[src/rtl/mux_arb_pkg.sv]
// Shared types and sizing for the round-robin mux arbiter.
// Optional burst limit is enabled by defining MUX_ARB_BURST_LIMIT_EN.
package mux_arb_pkg;

    localparam int NUM_REQ = 4;
    localparam int SEL_W   = 2;

    typedef enum logic {
        IDLE  = 1'b0,
        GRANT = 1'b1
    } arb_state_e;

endpackage

[src/rtl/mux_rr_arbiter_mux4.sv]
// Plain 4:1 single-bit datapath mux driven by the arbiter select.
// Not affected by MUX_ARB_BURST_LIMIT_EN.
module mux4
    import mux_arb_pkg::*;
(
    input  logic [NUM_REQ-1:0] in,
    input  logic [SEL_W-1:0]   sel,
    output logic               out
);

    assign out = in[sel];

endmodule

[src/rtl/mux_rr_arbiter.sv]
// Round-robin arbiter steering a 4:1 mux, grants registered one cycle after req.
// Define MUX_ARB_BURST_LIMIT_EN to cap each owner at MAX_BURST consecutive cycles.
module mux_rr_arbiter
    import mux_arb_pkg::*;
#(
    parameter int MAX_BURST = 4
) (
    input  logic               clk,
    input  logic               rst,
    input  logic [NUM_REQ-1:0] req,
    input  logic [NUM_REQ-1:0] in,
    output logic [NUM_REQ-1:0] gnt,
    output logic [SEL_W-1:0]   sel,
    output logic               valid,
    output logic               out
);

    if (MAX_BURST < 1 || MAX_BURST > 15) begin : g_bad_burst
        $error("MAX_BURST out of range 1..15");
    end

    arb_state_e         state_q;
    logic [NUM_REQ-1:0] gnt_q;
    logic [SEL_W-1:0]   sel_q;
    logic [SEL_W-1:0]   last_q;
    logic               valid_q;
    logic               mux_out;

    logic               pick_found;
    logic [SEL_W-1:0]   pick_idx;
    logic [SEL_W-1:0]   scan_idx;
    logic               keep;

    // Search begins one past the last owner and wraps back to it.
    always_comb begin
        pick_found = 1'b0;
        pick_idx   = last_q;
        scan_idx   = last_q;
        for (int i = 1; i <= NUM_REQ; i++) begin
            scan_idx = last_q + SEL_W'(i);
            if (!pick_found && req[scan_idx]) begin
                pick_found = 1'b1;
                pick_idx   = scan_idx;
            end
        end
    end

`ifdef MUX_ARB_BURST_LIMIT_EN
    logic [3:0] cnt_q;
    logic       burst_done;
    logic       others;

    assign burst_done = (cnt_q == 4'(MAX_BURST - 1));
    assign others     = |(req & ~gnt_q);
    assign keep       = req[sel_q] && !(burst_done && others);
`else
    assign keep = req[sel_q];
`endif

    always_ff @(posedge clk) begin
        if (rst) begin
            state_q <= IDLE;
            gnt_q   <= '0;
            sel_q   <= '0;
            valid_q <= 1'b0;
            last_q  <= SEL_W'(NUM_REQ - 1);
`ifdef MUX_ARB_BURST_LIMIT_EN
            cnt_q   <= '0;
`endif
        end else if (state_q == GRANT && keep) begin
`ifdef MUX_ARB_BURST_LIMIT_EN
            if (burst_done) begin
                cnt_q <= '0;
            end else if (cnt_q != 4'hF) begin
                cnt_q <= cnt_q + 4'd1;
            end
`endif
        end else if (pick_found) begin
            state_q <= GRANT;
            gnt_q   <= NUM_REQ'(1) << pick_idx;
            sel_q   <= pick_idx;
            valid_q <= 1'b1;
            last_q  <= pick_idx;
`ifdef MUX_ARB_BURST_LIMIT_EN
            cnt_q   <= '0;
`endif
        end else begin
            state_q <= IDLE;
            gnt_q   <= '0;
            valid_q <= 1'b0;
        end
    end

    mux4 u_mux (
        .in  (in),
        .sel (sel_q),
        .out (mux_out)
    );

    assign gnt   = gnt_q;
    assign sel   = sel_q;
    assign valid = valid_q;
    assign out   = valid_q & mux_out;

endmodule
[config.mk]
export PLATFORM = sky130hd
export DESIGN_NAME = mux_rr_arbiter
export DESIGN_NICKNAME = d
export VERILOG_FILES = /design/src/rtl/mux_arb_pkg.sv /design/src/rtl/mux_rr_arbiter_mux4.sv /design/src/rtl/mux_rr_arbiter.sv
export SDC_FILE = /design/constraint.sdc
export NUM_CORES = 1
export LEC_CHECK = 0
export BUFFER_PORTS_ARGS = -buffer_cell sky130_fd_sc_hd__buf_2
export CELL_PAD_IN_SITES_DETAIL_PLACEMENT = 1
export CELL_PAD_IN_SITES_GLOBAL_PLACEMENT = 2
export CORE_UTILIZATION = 27
export DETAILED_ROUTE_END_ITERATION = 10
export PLACE_DENSITY = 0.76
export SLEW_MARGIN = 10
export SYNTH_ARGS = -nofsm -noshare
export SYNTH_HDL_FRONTEND = slang
export SYNTH_SLANG_ARGS = --single-unit
[constraint.sdc]
create_clock -name clk -period 1.81 [get_ports clk]
set_clock_uncertainty 0.15 [all_clocks]
set_input_delay 0.362 -clock clk [delete_from_list [all_inputs] [get_ports clk]]
set_output_delay 0.362 -clock clk [all_outputs]
set_load 0.005 [all_outputs]
* After elaboration in Yosys (flattened, before gate mapping)
Cells that the tools add are included.
Word-level totals: bits in registers 9, input port bits 10, output and inout port bits 8, word-level logic and storage cells 45
Operators by class: add/subtract/negate cells 3, $lt $le $gt $ge 5, shift operators 1, muxes and demuxes 22, bitwise gates (word level) 2, reductions and logical operators 8
Operators with widths (number):
- $lt A2 B3 Y1 const B | 5
- $bmux W1 S2 | 6
- $mux W1 | 11
- $mux W2 | 4
- $add A2 B2 Y2 const B | 2
- $logic_and A1 B1 Y1 | 4
- $mux W4 | 1
- $shl A1 B2 Y4 const A | 1
- $logic_not A1 Y1 | 3
- $add A2 B1 Y2 const B | 1
- $reduce_and A2 Y1 | 1
- $and A1 B1 Y1 | 1
- $not A1 Y1 | 1

* Logic depth before layout (Yosys ltp)
Gate-level depths: netlist of the first run.
word-level depth 15, gate-level depth with buffers 4, mapped depth without buffers 4

* Modules after synthesis
From an unflattened synthesis of the first run, not the netlist that was laid out.
Unflattened totals: cell total of the unflattened synthesis 57, area total of the unflattened synthesis 504.2 sq um
By module, submodules not included:
- mux_rr_arbiter | instances 1, cells an instance 56, area each 481.7 sq um, sequential area each 180.2 sq um
- mux4 | instances 1, cells an instance 1, area each 22.5 sq um, sequential area each 0.0 sq um

* Least setup slack after synthesis of the first run
OpenSTA, ideal clock, no wires.
path kind input port to flip-flop, start point in req[2], end point reg gnt_q[0] (netlist: gnt[0]), library setup time 117 ps, arrival time 1405 ps, data required time 1543 ps, setup slack 138 ps, stages 4, buffers on the path 0, path through or4_4 o221a_4 nor4b_4 a32o_1
On the way: word-level cells in the longest chain between the ends 14, elaborated cells between the ends (all ways) 27, classes of those cells shift: 1; mux: 19; reduce/logical: 7
RTL lines:
- start, declared | line mux_rr_arbiter.sv:10 | input logic [NUM_REQ-1:0] req,
- $bmux W1 S2 | line mux_rr_arbiter.sv:41 | if (!pick_found && req[scan_idx]) begin
- $mux W1 (not written as such) | line mux_rr_arbiter.sv:41
- $mux W1 | line mux_rr_arbiter.sv:41
- $logic_not A1 Y1 | line mux_rr_arbiter.sv:41
- $logic_and A1 B1 Y1 | line mux_rr_arbiter.sv:41
- $mux W1 | line mux_rr_arbiter.sv:41
- $logic_not A1 Y1 | line mux_rr_arbiter.sv:41
- $logic_and A1 B1 Y1 | line mux_rr_arbiter.sv:41
- $mux W1 | line mux_rr_arbiter.sv:41
- $logic_not A1 Y1 | line mux_rr_arbiter.sv:41
- $logic_and A1 B1 Y1 | line mux_rr_arbiter.sv:41
- $mux W2 | line mux_rr_arbiter.sv:41
- $shl A1 B2 Y4 | line mux_rr_arbiter.sv:80 | gnt_q <= NUM_REQ'(1) << pick_idx;
- $mux W4 | line mux_rr_arbiter.sv:78 | end else if (pick_found) begin
- end signal, assigned | line mux_rr_arbiter.sv:80
- end, declared | line mux_rr_arbiter.sv:23 | logic [NUM_REQ-1:0] gnt_q;
Parallel ways exist; a longest one is shown, timed or not. The select of a mux whose other input is x is not followed. A chain may end at the register's enable or synchronous reset.

* Worst setup path in the final report of the first run
start point reg sel_q[0] (netlist: sel[0]), end point out out
On the way: word-level cells in the longest chain between the ends 3
RTL lines:
- start, declared | line mux_rr_arbiter.sv:24 | logic [SEL_W-1:0] sel_q;
- start signal, assigned | line mux_rr_arbiter.sv:81 | sel_q <= pick_idx;
- $bmux W1 S2 | line mux_rr_arbiter_mux4.sv:11 | assign out = in[sel];
- $mux W1 (not written as such) | line mux_rr_arbiter_mux4.sv:11
- $and A1 B1 Y1 | line mux_rr_arbiter.sv:103 | assign out = valid_q & mux_out;
- end, declared | line mux_rr_arbiter.sv:15 | output logic out
Every way passes these cells. The select of a mux whose other input is x is not followed.

==> results.ini, run 1 <==
[timing]
worst_slack_ps = -52.66
finalHoldViolCount = 0
post-route-period-util_pct = 102.9
slew_violations = 0
tns_ps = -52.66
finalSetupViolations = 1
slew_headroom_pct = 70.55
grt_setup_unrepaired = yes
max_freq_mhz = 536.9
fin_crit_ps = 1863
tightest_slew_ps = 437.7
holdWs_ps = 202.4

[routing]
finalWirelength_um = 1391
firstDrtPassIters = 2
drt_iter0_drc = 6
post_drt_wl_per_cell_um = 13.00
dr_total_vias = 547
drtAntennaViolNets = 0
via_per_inst = 5.112
post-route-drc-count = 0

[clock_network]
cts-root-buf = clkbuf_4
clock_sinks = 9
cts_buffer_depth = 2
clk_latency_ps = 260
clk_pin_slew_ps = 60
htreeDepth = 1
cts_tree = done
cts_inserted_buffers = 3

[critical_path]
crit_type = flop to output port
required_ps = 1300
critPathLaunchType = flop
crit_family = multiplexers
crit_path_cell_trace = mux4_2 > and2_1 > buf_2
cp.buffers_inverters = 1
crit_slowest_cell = mux4_2
crit_arrival_ps = 1350
end_kind = output port
cp_slowest_stage_delay_ps = 480
path_max_fanout = 2

[placed_design]
numPortBuffers = 17
gp_congestion = 0.7583
dp.cells = 102
place_hpwl_um = 1108

[grt]
grt_first_pass_wirelength_um = 2132
grt_pass1_vias = 505
antenna_found_initial = 0
gr-usage-all-layers_pct = 14.34
grt-ovfl-total = 0
grt_max_degree = 9

[run_status]
outcome = complete, but fails checks
violations = negative setup slack

[power]
power_density_mw_per_mm2 = 908.4
p_leak_nw = 0.3308
ir_drop_mv = 0.3628
p_switching_uw = 218.1
pwr-share-seq_pct = 39.6
p_comb_share_pct = 37.4
swShare_pct = 32.41
p_int_uw = 454.8
power_frac_clock_pct = 23.1
power_uw = 672.9

[synthesis]
yosysWarnings = 0
synth.cell_area_sq_um = 530.5
ys_async_sr_fraction_pct = 0
netlist_top_cells_count = 9 x dfxtp_1, 5 x nor2_1, 3 x o21ai_0
synth_area_leaders = dfxtp_1 34%, nor4b_4 4.5%, mux4_2 4.2%
yosysUniqueCellTypes = 30
synth_top_area_cell = dfxtp_1
syn_inst = 54
ys_ff_latch = 9
synth_most_common_cell = dfxtp_1
synth_area_per_cell_sq_um = 9.824
synthFlopType = dfxtp_1
ys_seq_area_share_pct = 33.96
syn_nets = 64
synth_edf_count = 0
synth_top_cell_area_share_pct = 33.96

[final_layout]
nFillCells = 227
num_antenna_cells = 0
drive_gt1_share_pct = 51.22
fin_cells = 107
area_growth_pct = 39.62
final_nets = 93

[floorplanning]
die_w_um = 46.33
num_rows = 15
dieArea_sq_mm = 0.002146
start_util_pct = 29.75
die_h_um = 46.33
core_area_sq_mm = 0.001783
io_pins = 18

[min_path]
hp-class = primary input to flop

[job]
cap_violations = 0

-- registers in the layout (all words and copies together) (netlist names) --
register	flops
gnt	4
last_q	2
sel	2
valid	1
-- cells by family after synthesis --
logic type / synth area share [%]
AOI/OAI and AO/OA: 26.65
and+or+nand+nor: 29.96
muxes: 8.019
buffers and inverters: 1.416
DFF: 33.96
-- per-layer routing --
layer	track usage, %	share of wire, %	vias up
li1	-	-	269
met1	17.29	46	260
met2	23.33	49	18
met3	5.882	5.2	0
met4	3.529	0	0
met5	0	0	-
-- final timing paths --
check | startpoint | end | depth (start not counted) | slack [ps]
max | sel[0]$_SDFFE_PP0P_ | out | 3 | -50
min | rst | sel[1]$_SDFFE_PP0P_ | 2 | 200
max reg2reg | sel[1]$_SDFFE_PP0P_ | last_q[0]$_SDFFE_PP1P_ | 5 | 100
min reg2reg | gnt[3]$_SDFFE_PP0N_ | gnt[3]$_SDFFE_PP0N_ | 2 | 320
-- power by group through the flow --
stage	Sequential (mW)	Clock [mW]	Combinational, mW
2_1_floorplan	0.263	0	0.143
3_3_place_gp	0.271	0	0.231
3_5_place_dp	0.271	0	0.238
4_1_cts	0.266	0.164	0.248
5_1_grt	0.273	0.173	0.274
6_report	0.266	0.155	0.251
-- timing repair --
action                                  in CTS  in global routing
cloned                                       0                  0
setup buffers                                1                  0
endpoints found under the setup margin       1                  7
gates resized for setup                      2                  3
hold buffers                                 0                  0
pin swaps                                    1                  0
-- layout make-up --
type	instances	area (sq um)	share of cell area (%)
multi-input cells	43	352.8	47.64
inverters	2	7.507	1.014
flip-flops and latches	9	185.2	25.00
repair buffers	24	137.6	18.58
clock buffers	4	26.28	3.547
well taps	25	31.28	4.223
-- cells in the final DEF (no fill, tap or decap), types with 2 or more instances in the layout --
cell / Yosys / final
nor2_1: 5 / 5
dfxtp_1: 9 / 7
a32o_1: 2 / 2
o21ai_0: 3 / 3
or2b_2: 2 / 2
buf_2: 0 / 17
clkbuf_4: 0 / 3
buf_4: 0 / 7
nand2_1: 2 / 2
o41ai_1: 2 / 2
inv_1: 2 / 2
or2b_1: 2 / 2
nand3_1: 2 / 2
a21oi_2: 2 / 2
nor3_1: 2 / 2
-- per-stage QoR --
| step | utilization, % | setup slack, ps | cell area, sq um |
|---|---|---|---|
| floorplan | - | 138.1 | 530.5 |
| global placement | 38.81 | 31.95 | 691.9 |
| detailed placement | 38.81 | -9.499 | 691.9 |
| CTS | 40.91 | -72.77 | 729.5 |
| global route | 41.54 | -103.3 | 740.7 |
| finish | 41.54 | -52.66 | 740.7 |
No activity file was read; power rests on OpenSTA's default activity.
==> run 2, diff against run 1 <==
--- a/config.mk
+++ b/config.mk
@@ -5,12 +5,14 @@
 export SDC_FILE = /design/constraint.sdc
 export NUM_CORES = 1
 export LEC_CHECK = 0
+export ABC_AREA = 1
 export BUFFER_PORTS_ARGS = -buffer_cell sky130_fd_sc_hd__buf_2
 export CELL_PAD_IN_SITES_DETAIL_PLACEMENT = 1
 export CELL_PAD_IN_SITES_GLOBAL_PLACEMENT = 2
+export CORE_ASPECT_RATIO = 0.5
 export CORE_UTILIZATION = 27
 export DETAILED_ROUTE_END_ITERATION = 10
-export PLACE_DENSITY = 0.76
+export PLACE_DENSITY = 0.8
 export SLEW_MARGIN = 10
 export SYNTH_ARGS = -nofsm -noshare
 export SYNTH_HDL_FRONTEND = slang
==> results.ini, run 2 <==
[clock_network]
cts_inserted_buffers = 3  ; unchanged
cts_tree = done
cts_buffer_depth = 2  ; unchanged
htreeDepth = 1  ; unchanged
cts_hold_buf = 0  ; unchanged
clk_latency_ps = 230  ; -30 ps
cts-root-buf = clkbuf_8
clk_pin_slew_ps = 40  ; -20 ps
clock_sinks = 9  ; unchanged
cts_resized = 0  ; -2
postCtsSetupRepairBufs = 0  ; -1

[synthesis]
synth_area_per_cell_sq_um = 6.349  ; -35%
synth_most_common_cell = nand2_1
yosysUniqueCellTypes = 22  ; -27%
synth_area_leaders = dfxtp_1 23%, nand2_1 21%, nand2_4 8.8%
synthFlopType = dfxtp_1
synth_top_cell_area_share_pct = 23.45  ; -11 points
synth.cell_area_sq_um = 768.2  ; +45%
syn_inst = 121  ; +120%
ys_ff_latch = 9  ; unchanged
synth_top_area_cell = dfxtp_1
synth_edf_count = 0  ; unchanged
syn_nets = 131  ; +100%
ys_async_sr_fraction_pct = 0  ; unchanged
netlist_top_cells_count = 43 x nand2_1, 9 x dfxtp_1, 9 x nand2_2
yosysWarnings = 0  ; unchanged
ys_seq_area_share_pct = 23.45  ; -11 points

[floorplanning]
start_util_pct = 28.98  ; -0.78 points
dieArea_sq_mm = 0.003076  ; +43%
num_rows = 13  ; -2
die_h_um = 39.72  ; -14%
die_w_um = 77.44  ; +67%
core_area_sq_mm = 0.002651  ; +49%
io_pins = 18  ; unchanged

[placed_design]
place_hpwl_um = 1713  ; +55%
numPortBuffers = 17  ; unchanged
gp_congestion = 0.7244  ; -4.5%
dpl_cell_area_sq_um = 904.6  ; +31%
dp.cells = 175  ; +72%

[routing]
finalWirelength_um = 2058  ; +48%
drt_iter0_drc = 42  ; +36
dr_total_vias = 795  ; +45%
via_per_inst = 4.441  ; -13%
firstDrtPassIters = 4  ; +2
post_drt_wl_per_cell_um = 11.50  ; -12%
drtAntennaViolNets = 0  ; unchanged
post-route-drc-count = 0  ; unchanged

[timing]
finalHoldViolCount = 0  ; unchanged
slew_violations = 0  ; unchanged
grt_setup_unrepaired = yes
slew_headroom_pct = 85.03  ; +14 points
tns_ps = 0  ; +52.66 ps
tightest_slew_ps = 223.0  ; -214.7 ps
max_freq_mhz = 573.1  ; +6.7%
fin_crit_ps = 1745  ; -117.7 ps
finalSetupViolations = 0  ; -1
post-route-period-util_pct = 96.41  ; -6.5 points

[job]
cap_violations = 0  ; unchanged

[power]
power_density_mw_per_mm2 = 1930  ; +110%
p_leak_nw = 0.4946  ; +50%
power_mw = 1.903  ; +180%
power_frac_clock_pct = 11.8  ; -11 points
p_int_uw = 904.5  ; +99%
p_comb_share_pct = 70.8  ; +33 points
pwr-share-seq_pct = 17.3  ; -22 points
p_switching_uw = 998.0  ; +360%
ir_drop_mv = 0.8172  ; +130%
swShare_pct = 52.46  ; +20 points

[grt]
antenna_found_initial = 0  ; unchanged
grt_pass1_vias = 705  ; +40%
gr-usage-all-layers_pct = 14.01  ; -0.34 points
grt-ovfl-total = 0  ; unchanged
grt_max_degree = 11  ; +2
grt_first_pass_wirelength_um = 3229  ; +51%

[critical_path]
end_kind = flop
path_max_fanout = 10  ; +8
crit_type = flop to flop
startpoint = last_q[0]$_SDFFE_PP1P_
ff2ff_setup_slack_ps = 70  ; -30 ps
critPathLaunchType = flop
crit_slowest_cell = dfxtp_2
cp_slowest_stage_delay_ps = 330  ; -150 ps
crit_arrival_ps = 1750  ; +400 ps
cp_common_cell = nand2_1
required_ps = 1820  ; +520 ps
rr_startpoint = last_q[0]$_SDFFE_PP1P_
crit_family = simple AND/OR/NAND/NOR gates
crit_path_cell_trace = buf_12 > inv_8 > nand2_1 > nand2_1 > nand2_1 > nand2_2 > o21ai_0 > nand3_1 > nand2_1 > nand2_1 > a21oi_1
cp.buffers_inverters = 2  ; +1

[final_layout]
area_growth_pct = 28.34
num_antenna_cells = 0  ; unchanged
postLayoutCellArea_sq_um = 985.9  ; +33%
drive_gt1_share_pct = 35.21  ; -16 points
final_cell_mix = 42 x nand2_1, 17 x buf_2, 9 x nand2_2
fin_cells = 179  ; +67%
largest_reg_flops = 4  ; unchanged
final_nets = 153  ; +65%
final_common_cell = nand2_1

[min_path]
hp-class = primary input to flop
hold_start = rst

[run_status]
outcome = completed

-- run 2: final cells by class --
| class | instances | area [sq um] |
|---|---|---|
| repair buffers | 19 | 112.6 |
| well taps | 37 | 46.29 |
| multi-input cells | 97 | 535.5 |
| clock buffers | 4 | 45.04 |
| fillers | 351 | 1665 |
| flip-flops and latches | 9 | 185.2 |
| inverters | 13 | 61.31 |
-- run 2: path summary, 6_finish.rpt --
kind / end / cells after the start
min: gnt[2]$_SDFFE_PP0N_ / 2
min reg2reg: gnt[2]$_SDFFE_PP0N_ / 2
max reg2reg: sel[1]$_SDFFE_PP0P_ / 11
max: sel[1]$_SDFFE_PP0P_ / 11
-- run 2: power by group through the flow --
stage	Clock, mW	Sequential [mW]	Combinational, mW
finish	0.225	0.330	1.35
global route	0.240	0.342	1.50
CTS	0.233	0.325	1.26
detailed placement	0	0.329	1.25
global placement	0	0.329	1.26
floorplan	0	0.308	0.970
-- run 2: layer usage --
| metal | routed length, um | part of all wire, % | track usage (%) | vias up |
|---|---|---|---|---|
| met4 | 0 | 0 | 1.415 | 0 |
| met2 | 859 | 42 | 23.23 | 10 |
| met1 | 1147 | 56 | 18.98 | 364 |
| met3 | 51 | 2.5 | 3.488 | 0 |
| li1 | - | - | - | 421 |
| met5 | 0 | 0 | 0 | - |
-- run 2: worst register-to-register path: stages, from the launching register on --
cell and delay (ps):
dfxtp_2 330, buf_12 130, inv_8 50, nand2_1 70, nand2_1 70, nand2_1 80, nand2_2 100, o21ai_0 240
nand3_1 100, nand2_1 130, nand2_1 90, a21oi_1 130
-- run 2: metrics by stage --
stage               utilization (%)  hold slack [ps]  setup WS (ps)
detailed placement            34.12            310.3          10.74
global placement              34.12            300.9         -27.03
floorplan                         -            281.1          297.1
finish                        37.19            242.9          65.01
CTS                           35.82            243.7         0.4753
global route                  37.19            246.0         -3.883
-- run 2: kinds of logic (layout without fill, tap and decap cells) --
logic type,after synthesis,count (layout),share of synthesized area [%]
buf+inv,15,36,10.91
compound gates,18,18,12.70
flops,9,9,23.45
simple gates,79,79,52.93
